**src/rtl/raster_sequencer.sv**
```systemverilog
// Expands CLEAR / PIXEL / LINE / RECT commands on an 8x8 grid into single-pixel
// framebuffer writes, with a one-deep pending-command buffer and valid/ready back-pressure.
module raster_sequencer (
    input  logic       clk,
    input  logic       rst_n,
    input  logic       cmd_valid_i,
    input  logic [1:0] cmd_i,
    input  logic [2:0] x1_i,
    input  logic [2:0] y1_i,
    input  logic [2:0] x2_i,
    input  logic [2:0] y2_i,
    input  logic [2:0] width_i,
    input  logic [2:0] height_i,
    input  logic       fb_ready_i,
    output logic       pix_we_o,
    output logic [2:0] pix_x_o,
    output logic [2:0] pix_y_o,
    output logic       pix_val_o,
    output logic       busy_o,
    output logic       done_o,
    output logic       cmd_drop_o
);
    localparam logic [1:0] OpClear = 2'b00;
    localparam logic [1:0] OpPixel = 2'b01;
    localparam logic [1:0] OpLine  = 2'b10;
    localparam logic [1:0] OpRect  = 2'b11;

    typedef enum logic [1:0] {StIdle, StSetup, StRun} state_e;

    typedef struct packed {
        logic [1:0] op;
        logic [2:0] x1;
        logic [2:0] y1;
        logic [2:0] x2;
        logic [2:0] y2;
        logic [2:0] w;
        logic [2:0] h;
    } cmd_t;

    state_e            state_q, state_d;
    cmd_t              cur_q, cur_d, pend_q, pend_d, cmd_in;
    logic              pend_valid_q, pend_valid_d;
    logic [2:0]        x_q, x_d, y_q, y_d;
    logic [2:0]        xs_q, xs_d, xe_q, xe_d, ye_q, ye_d;
    logic signed [5:0] dx_q, dx_d, dy_q, dy_d, err_q, err_d;
    logic              sx_neg_q, sx_neg_d, sy_neg_q, sy_neg_d;
    logic              done_q, drop_q, drop_d;
    logic              accept, last, fin;

    assign cmd_in = '{op: cmd_i, x1: x1_i, y1: y1_i, x2: x2_i, y2: y2_i,
                      w: width_i, h: height_i};

    assign accept = (state_q == StRun) && fb_ready_i;
    // Every command ends at (xe, ye); PIXEL simply starts there.
    assign last   = (x_q == xe_q) && (y_q == ye_q);
    assign fin    = accept && last;

    // Setup-time geometry derived from the current command.
    logic [2:0]        adx, ady;
    logic [3:0]        rx_sum, ry_sum;
    logic signed [5:0] dx_set, dy_set;
    assign adx    = (cur_q.x2 >= cur_q.x1) ? cur_q.x2 - cur_q.x1 : cur_q.x1 - cur_q.x2;
    assign ady    = (cur_q.y2 >= cur_q.y1) ? cur_q.y2 - cur_q.y1 : cur_q.y1 - cur_q.y2;
    assign rx_sum = {1'b0, cur_q.x1} + {1'b0, cur_q.w};
    assign ry_sum = {1'b0, cur_q.y1} + {1'b0, cur_q.h};
    assign dx_set = {3'b000, adx};
    assign dy_set = 6'sd0 - $signed({3'b000, ady});

    // Bresenham step decision.
    logic signed [6:0] e2, dx_ext, dy_ext;
    logic              step_x, step_y;
    assign e2     = {err_q, 1'b0};
    assign dx_ext = {dx_q[5], dx_q};
    assign dy_ext = {dy_q[5], dy_q};
    assign step_x = e2 >= dy_ext;
    assign step_y = e2 <= dx_ext;

    always_comb begin
        state_d      = state_q;
        cur_d        = cur_q;
        pend_d       = pend_q;
        pend_valid_d = pend_valid_q;
        drop_d       = 1'b0;
        if (state_q == StIdle) begin
            if (cmd_valid_i) begin
                cur_d   = cmd_in;
                state_d = StSetup;
            end
        end else if (fin) begin
            if (pend_valid_q) begin
                cur_d        = pend_q;
                state_d      = StSetup;
                pend_valid_d = cmd_valid_i;
                if (cmd_valid_i) pend_d = cmd_in;
            end else if (cmd_valid_i) begin
                cur_d   = cmd_in;
                state_d = StSetup;
            end else begin
                state_d = StIdle;
            end
        end else begin
            if (state_q == StSetup) state_d = StRun;
            if (cmd_valid_i) begin
                if (pend_valid_q) begin
                    drop_d = 1'b1;
                end else begin
                    pend_d       = cmd_in;
                    pend_valid_d = 1'b1;
                end
            end
        end
    end

    always_comb begin
        x_d      = x_q;
        y_d      = y_q;
        xs_d     = xs_q;
        xe_d     = xe_q;
        ye_d     = ye_q;
        dx_d     = dx_q;
        dy_d     = dy_q;
        err_d    = err_q;
        sx_neg_d = sx_neg_q;
        sy_neg_d = sy_neg_q;
        if (state_q == StSetup) begin
            x_d  = cur_q.x1;
            y_d  = cur_q.y1;
            xs_d = cur_q.x1;
            unique case (cur_q.op)
                OpClear: begin
                    x_d  = 3'd0;
                    y_d  = 3'd0;
                    xs_d = 3'd0;
                    xe_d = 3'd7;
                    ye_d = 3'd7;
                end
                OpPixel: begin
                    xe_d = cur_q.x1;
                    ye_d = cur_q.y1;
                end
                OpLine: begin
                    xe_d     = cur_q.x2;
                    ye_d     = cur_q.y2;
                    dx_d     = dx_set;
                    dy_d     = dy_set;
                    err_d    = dx_set + dy_set;
                    sx_neg_d = cur_q.x2 < cur_q.x1;
                    sy_neg_d = cur_q.y2 < cur_q.y1;
                end
                OpRect: begin
                    xe_d = rx_sum[3] ? 3'd7 : rx_sum[2:0];
                    ye_d = ry_sum[3] ? 3'd7 : ry_sum[2:0];
                end
            endcase
        end else if (accept && !last) begin
            if (cur_q.op == OpLine) begin
                err_d = err_q + (step_x ? dy_q : 6'sd0) + (step_y ? dx_q : 6'sd0);
                if (step_x) x_d = sx_neg_q ? x_q - 3'd1 : x_q + 3'd1;
                if (step_y) y_d = sy_neg_q ? y_q - 3'd1 : y_q + 3'd1;
            end else if (x_q == xe_q) begin
                x_d = xs_q;
                y_d = y_q + 3'd1;
            end else begin
                x_d = x_q + 3'd1;
            end
        end
    end

    always_ff @(posedge clk or negedge rst_n) begin
        if (!rst_n) begin
            state_q      <= StIdle;
            cur_q        <= '0;
            pend_q       <= '0;
            pend_valid_q <= 1'b0;
            x_q          <= 3'd0;
            y_q          <= 3'd0;
            xs_q         <= 3'd0;
            xe_q         <= 3'd0;
            ye_q         <= 3'd0;
            dx_q         <= 6'sd0;
            dy_q         <= 6'sd0;
            err_q        <= 6'sd0;
            sx_neg_q     <= 1'b0;
            sy_neg_q     <= 1'b0;
            done_q       <= 1'b0;
            drop_q       <= 1'b0;
        end else begin
            state_q      <= state_d;
            cur_q        <= cur_d;
            pend_q       <= pend_d;
            pend_valid_q <= pend_valid_d;
            x_q          <= x_d;
            y_q          <= y_d;
            xs_q         <= xs_d;
            xe_q         <= xe_d;
            ye_q         <= ye_d;
            dx_q         <= dx_d;
            dy_q         <= dy_d;
            err_q        <= err_d;
            sx_neg_q     <= sx_neg_d;
            sy_neg_q     <= sy_neg_d;
            done_q       <= fin;
            drop_q       <= drop_d;
        end
    end

    assign pix_we_o   = (state_q == StRun);
    assign pix_x_o    = x_q;
    assign pix_y_o    = y_q;
    assign pix_val_o  = pix_we_o && (cur_q.op != OpClear);
    assign busy_o     = (state_q != StIdle) || pend_valid_q;
    assign done_o     = done_q;
    assign cmd_drop_o = drop_q;
endmodule

```
**config.mk**
```make
export PLATFORM = sky130hd
export DESIGN_NAME = raster_sequencer
export DESIGN_NICKNAME = d
export VERILOG_FILES = /design/src/rtl/raster_sequencer.sv
export SDC_FILE = /design/constraint.sdc
export NUM_CORES = 1
export LEC_CHECK = 0
export CAP_MARGIN = 20
export CORE_ASPECT_RATIO = 1.75
export CORE_MARGIN = 2
export CORE_UTILIZATION = 59
export CTS_CLUSTER_SIZE = 25
export DETAILED_ROUTE_END_ITERATION = 7
export PLACE_DENSITY = 0.8
export SLEW_MARGIN = 20
export SYNTH_ARGS = -nofsm -noshare
export SYNTH_HDL_FRONTEND = slang
export SYNTH_SLANG_ARGS = --single-unit
export TNS_END_PERCENT = 10
```
**constraint.sdc**
```tcl
create_clock -name clk -period 3.93 [get_ports clk]
set_input_delay 0.786 -clock clk [delete_from_list [all_inputs] [get_ports clk]]
set_output_delay 0.786 -clock clk [all_outputs]
set_load 0.02 [all_outputs]
```
# Word level (Yosys, flattened, before mapping)

Cells that the tools add are included.

Bits in registers: 75
Input bits: 24
Output and inout port bits: 11
Word-level logic and storage cells: 133

Add/sub/neg operators: 14
$lt $le $gt $ge: 6
Equality and inequality tests: 13
Multiplexer cells: 48
Bitwise gates (word level): 1
Reduce and logical (&&, ||, !) cells: 23

Operator list:

| kind                | number |
|---|---|
| $mux 20             | 9 |
| $mux 3              | 19 |
| $mux 6              | 5 |
| $pmux 3 s4          | 2 |
| $sub 3x3->3         | 4 |
| $reduce_and 2->1    | 5 |
| $reduce_bool 2->1   | 5 |
| $mux 1              | 9 |
| $add 3x3->4         | 2 |
| $mux 2              | 4 |
| $ge 7x4->1          | 1 |
| $le 7x4->1          | 1 |
| $add 3x1->3 const B | 2 |
| $add 6x4->6         | 1 |
| $add 6x6->6         | 1 |
| $eq 2x2->1 const B  | 3 |
| $eq 3x3->1          | 2 |
| $ge 3x3->1          | 2 |
| $lt 3x3->1          | 2 |
| $ne 2x2->1 const B  | 3 |
| $ne 3x3->1 const B  | 2 |
| $reduce_bool 3->1   | 2 |
| $sub 3x1->3 const B | 2 |
| $add 4x4->5         | 1 |
| 10 further kinds    | 16 |

# Depth between registers and ports, before layout

Depth in word-level cells: 7
Depth in mapped cells: 17
Mapped depth without buffers: 17

# Least setup slack after synthesis

No wires, ideal clock.

Kind: register to register
Start: register, netlist name dy_q[3]
End: register err_q[5]
Setup time: 0.121 ns
Arrival time: 3.394 ns
Required time: 3.809 ns
Slack: 0.415 ns
Cell stages (with the launch flop): 17
Path buffers: 0
Clock period less this slack: 3.515 ns
Cell sequence: dfrtp_1 -> inv_1 -> ha_1 -> nor3b_1 -> a21boi_0 -> a21boi_0 -> nor2_1 -> fa_1 -> ha_1 -> inv_1 -> fa_1 -> nor2b_1 -> o21ai_0 -> and3_1 -> or3_1 -> nand3_1 -> a21oi_1

Longest elaborated chain between the ends: 7

RTL lines:

| what                   | RTL line | source |
|---|---|---|
| $ge 7x4->1             | 75       | `assign step_x = e2 >= dy_ext;` |
| $mux 6 (*)             | 157      | `err_d = err_q + (step_x ? dy_q : 6'sd0) + (step_y ? dx_q : 6'sd0);` |
| $add 6x6->6 (*)        | 157      |  |
| $add 6x4->6 (*)        | 157      |  |
| $mux 6 (*)             | 156      | `if (cur_q.op == OpLine) begin` |
| $mux 6 (*)             | 155      | `end else if (accept && !last) begin` |
| $mux 6 (*)             | 125      | `if (state_q == StSetup) begin` |
| end signal: assignment | 199      | `err_q <= err_d;` |
| end: declaration       | 45       | `logic signed [5:0] dx_q, dx_d, dy_q, dy_d, err_q, err_d;` |

Mark *: on every way between the ends. The rest lies on a longest branch, timed or not. The select of a mux whose other input is x is not followed.
A chain may end at the register's enable or synchronous reset.

# Final worst setup path

Start: register, netlist name dy_q[3]
End: register err_q[5]

Longest elaborated chain between the ends: 7

RTL lines:

| what            | RTL line |
|---|---|
| $ge 7x4->1      | 75 |
| $mux 6 (*)      | 157 |
| $add 6x6->6 (*) | 157 |
| $add 6x4->6 (*) | 157 |
| $mux 6 (*)      | 156 |
| $mux 6 (*)      | 155 |
| $mux 6 (*)      | 125 |

Marked as above.

==> metrics.cfg <==
[placement]
portBuffers=34
dp_slack_ns=-0.0212
dpl.cell_count=582
place_hpwl_mm=8.09
place.gp.congestion=0.864

[detailed_routing]
viasPerCell=6.14
wl_per_cell_um=18.0
vias=3660
drtPass1Iterations=4
routed_wl_mm=10.7
ant_nets=0
drc=0
drtIter0Drc=220

[cts]
path_clk_slew_ns=0.06
insertion_delay_ns=0.33
cts_buffers=9
clock_sinks=75
cts-root-buf=clkbuf_16
htreeDepth=3
cts_max_path_buffers=2
cts_tree=built

[power]
clkPwrFrac=0.177
p_leak_nw=2.60
swShare=0.420
p_int_w=0.00262
switchingPower_w=0.00190
p_seq_frac=0.283
ir_drop_mv=0.515
p_per_area_mw_per_mm2=825
comb_power_share=0.540

[final_layout]
drive_above_1_share=0.105
finish.utilization=0.693
syn_to_final_growth_pct=14.4
most-common-layout-cells=75 x dfrtp_1, 47 x inv_1, 42 x nand2_1, 38 x ha_1, 33 x clkdlybuf4s50_1
fin_nets=576
stdcell_count=596
n_antenna_cell=0
final_common_cell=dfrtp_1

[global_route]
grt_usage=0.264
grt_pass1_wl_mm=18.1
gr-total-overflow=0
grt_max_degree=42
grt_pass1_vias=3960
antenna_found_initial=0

[timing]
hold_viol=0
rsz0062_at_grt=false
timing.final.ws_setup_ns=0.266
fmax_ghz=0.273
setup_tns_ns=0
whs_ns=0.480
maxSlewHeadroom=0.460
fin_crit_sh=0.932
setup_violations=0
drv_slew=0
worst_slew_pin_slew_ns=0.810
finClkSkew_ns=0.00691
fin_crit_ns=3.66

[die]
start_util=0.606
die_x_um=72.1
row_count=43
die-area_mm2=0.00889
num_io_pins=35
die_h_um=123
core_area_mm2=0.00791

[synthesis]
syn_area_mm2=0.00479
ys_ff_latch=75
yosys_warnings=0
synthCells=471
synth_flop_cell=dfrtp_1
synth_cell_types=51
ys_seq_area_frac=0.392
synth.avg_cell_area_um2=10.2
synth_edf_count=0
async_reset_ff_frac=1.00
synth_fp_nets=544

[worst_hold_path]
min_path_type=reg2reg

[run]
maxCapViolCount=0

[worst_setup_path]
path_max_fanout=4
crit_path_end_kind=flip-flop
start_kind=flip-flop
crit_arrival_ns=3.88
critical_path_class=reg2reg
cp.required_ns=4.15

[outcome]
status=completed

==> through the flow <==
step           power, W  instance area, um2
2_1_floorplan   0.00299                4790
3_3_place_gp    0.00350                5190
3_5_place_dp    0.00367                5190
4_1_cts         0.00452                5480
5_1_grt         0.00487                5480
6_report        0.00453                5480
==> synth_stat cells (2+ instances only) <==
| master | instances | area, um2 |
|---|---|---|
| xnor2_2 | 3 | 48.8 |
| nor2_1 | 15 | 56.3 |
| nand3b_1 | 2 | 15.0 |
| xnor2_1 | 11 | 96.3 |
| or3_1 | 3 | 18.8 |
| nand2b_1 | 7 | 43.8 |
| inv_1 | 47 | 176 |
| mux2i_1 | 6 | 60.1 |
| nor3_1 | 7 | 35.0 |
| clkbuf_1 | 14 | 52.6 |
| o21ai_1 | 2 | 10.0 |
| buf_2 | 2 | 10.0 |
| o21ai_0 | 31 | 155 |
| a2bb2oi_1 | 20 | 175 |
| mux2_2 | 4 | 45.0 |
| xor2_1 | 3 | 26.3 |
| dfrtp_1 | 75 | 1880 |
| fa_1 | 11 | 220 |
| buf_6 | 2 | 22.5 |
| and3_1 | 2 | 12.5 |
| o31ai_1 | 2 | 15.0 |
| o22ai_1 | 26 | 163 |
| a31oi_1 | 4 | 25.0 |
| nor2b_1 | 8 | 50.1 |
| a21o_1 | 11 | 82.6 |
| o211ai_1 | 2 | 15.0 |
| nor3b_1 | 2 | 15.0 |
| nand3_1 | 9 | 45.0 |
| nand2_1 | 42 | 158 |
| ha_1 | 38 | 475 |
| a21boi_0 | 2 | 15.0 |
| a211o_1 | 3 | 26.3 |
| a21oi_1 | 18 | 90.1 |
| mux2_4 | 20 | 300 |
==> registers in the layout (all words and copies together) (netlist names), 3 cells and up <==
register and flops:
err_q 6, cur_q 20, pend_q 20, ye_q 3, pix_y_o 3, xs_q 3
pix_x_o 3, xe_q 3, dx_q 3, dy_q 4
==> path summary, 6_finish.rpt <==
path	startpoint	slack, ns	cells after the start	to
min in group asynchronous	rst_n	0.49	2	pend_q[14]$_DFFE_PN0P_
max in group asynchronous	rst_n	3.03	2	dx_q[2]$_DFFE_PN0P_
setup reg to reg	dy_q[3]$_DFFE_PN0P_	0.27	16	err_q[5]$_DFFE_PN0P_
hold / removal	dy_q[1]$_DFFE_PN0P_	0.48	2	dy_q[1]$_DFFE_PN0P_
hold reg to reg	dy_q[1]$_DFFE_PN0P_	0.48	2	dy_q[1]$_DFFE_PN0P_
setup / recovery	dy_q[3]$_DFFE_PN0P_	0.27	16	err_q[5]$_DFFE_PN0P_
==> per-layer routing <==
layer	vias up	routed length, um	part of all wire	global-route usage
li1	1728	-	-	-
met3	37	334	0.031	0.0505
met5	-	0	0	0
met2	85	5850	0.54	0.474
met1	1810	4050	0.38	0.284
met4	0	510	0.047	0.150
==> logic make-up after synthesis <==
family                   Yosys count  synth area share
flip-flops                        75             0.392
buffers and inverters             65            0.0546
AND/OR/NAND/NOR                  103             0.107
AO/OA/AOI/OAI                    132             0.181
multiplexers                      30            0.0846
XOR/XNOR                          17            0.0358
adder cells (fa/ha/maj)           49             0.145
==> what timing repair did <==
action,CTS,global route
buffers inserted,0,0
endpoints found under the setup margin,1,1
hold buffers,0,0
resized for setup,1,2
==> critical path, cell delays in order, from the launching register on <==
cell,delay [ns]
dfrtp_1,0.36
inv_1,0.10
ha_1,0.32
nor3b_2,0.22
a21boi_0,0.14
a21boi_2,0.23
nor2_1,0.08
fa_1,0.51
ha_1,0.19
inv_1,0.06
fa_1,0.37
nor2b_1,0.18
o21ai_0,0.12
and3_1,0.20
or3_1,0.30
nand3_1,0.08
a21oi_1,0.08
==> power by group through the flow <==
stage,clock (W),combinational [W],sequential (W)
floorplan,0,0.00180,0.00120
global placement,0,0.00223,0.00127
detailed placement,0,0.00239,0.00128
CTS,0.000803,0.00244,0.00127
global route,0.000828,0.00274,0.00131
finish,0.000800,0.00244,0.00128
==> area by class of cell <==
cell class | instances | area (um2)
Clock inverter | 3 | 40.0
Fill cell | 590 | 2420
Timing Repair Buffer | 39 | 373
Sequential cell | 75 | 1880
Inverter | 47 | 176
Tap cell | 90 | 113
Multi-Input combinational cell | 331 | 2660
Clock buffer | 11 | 243
Note: power is estimated with default switching activity, not from simulation.
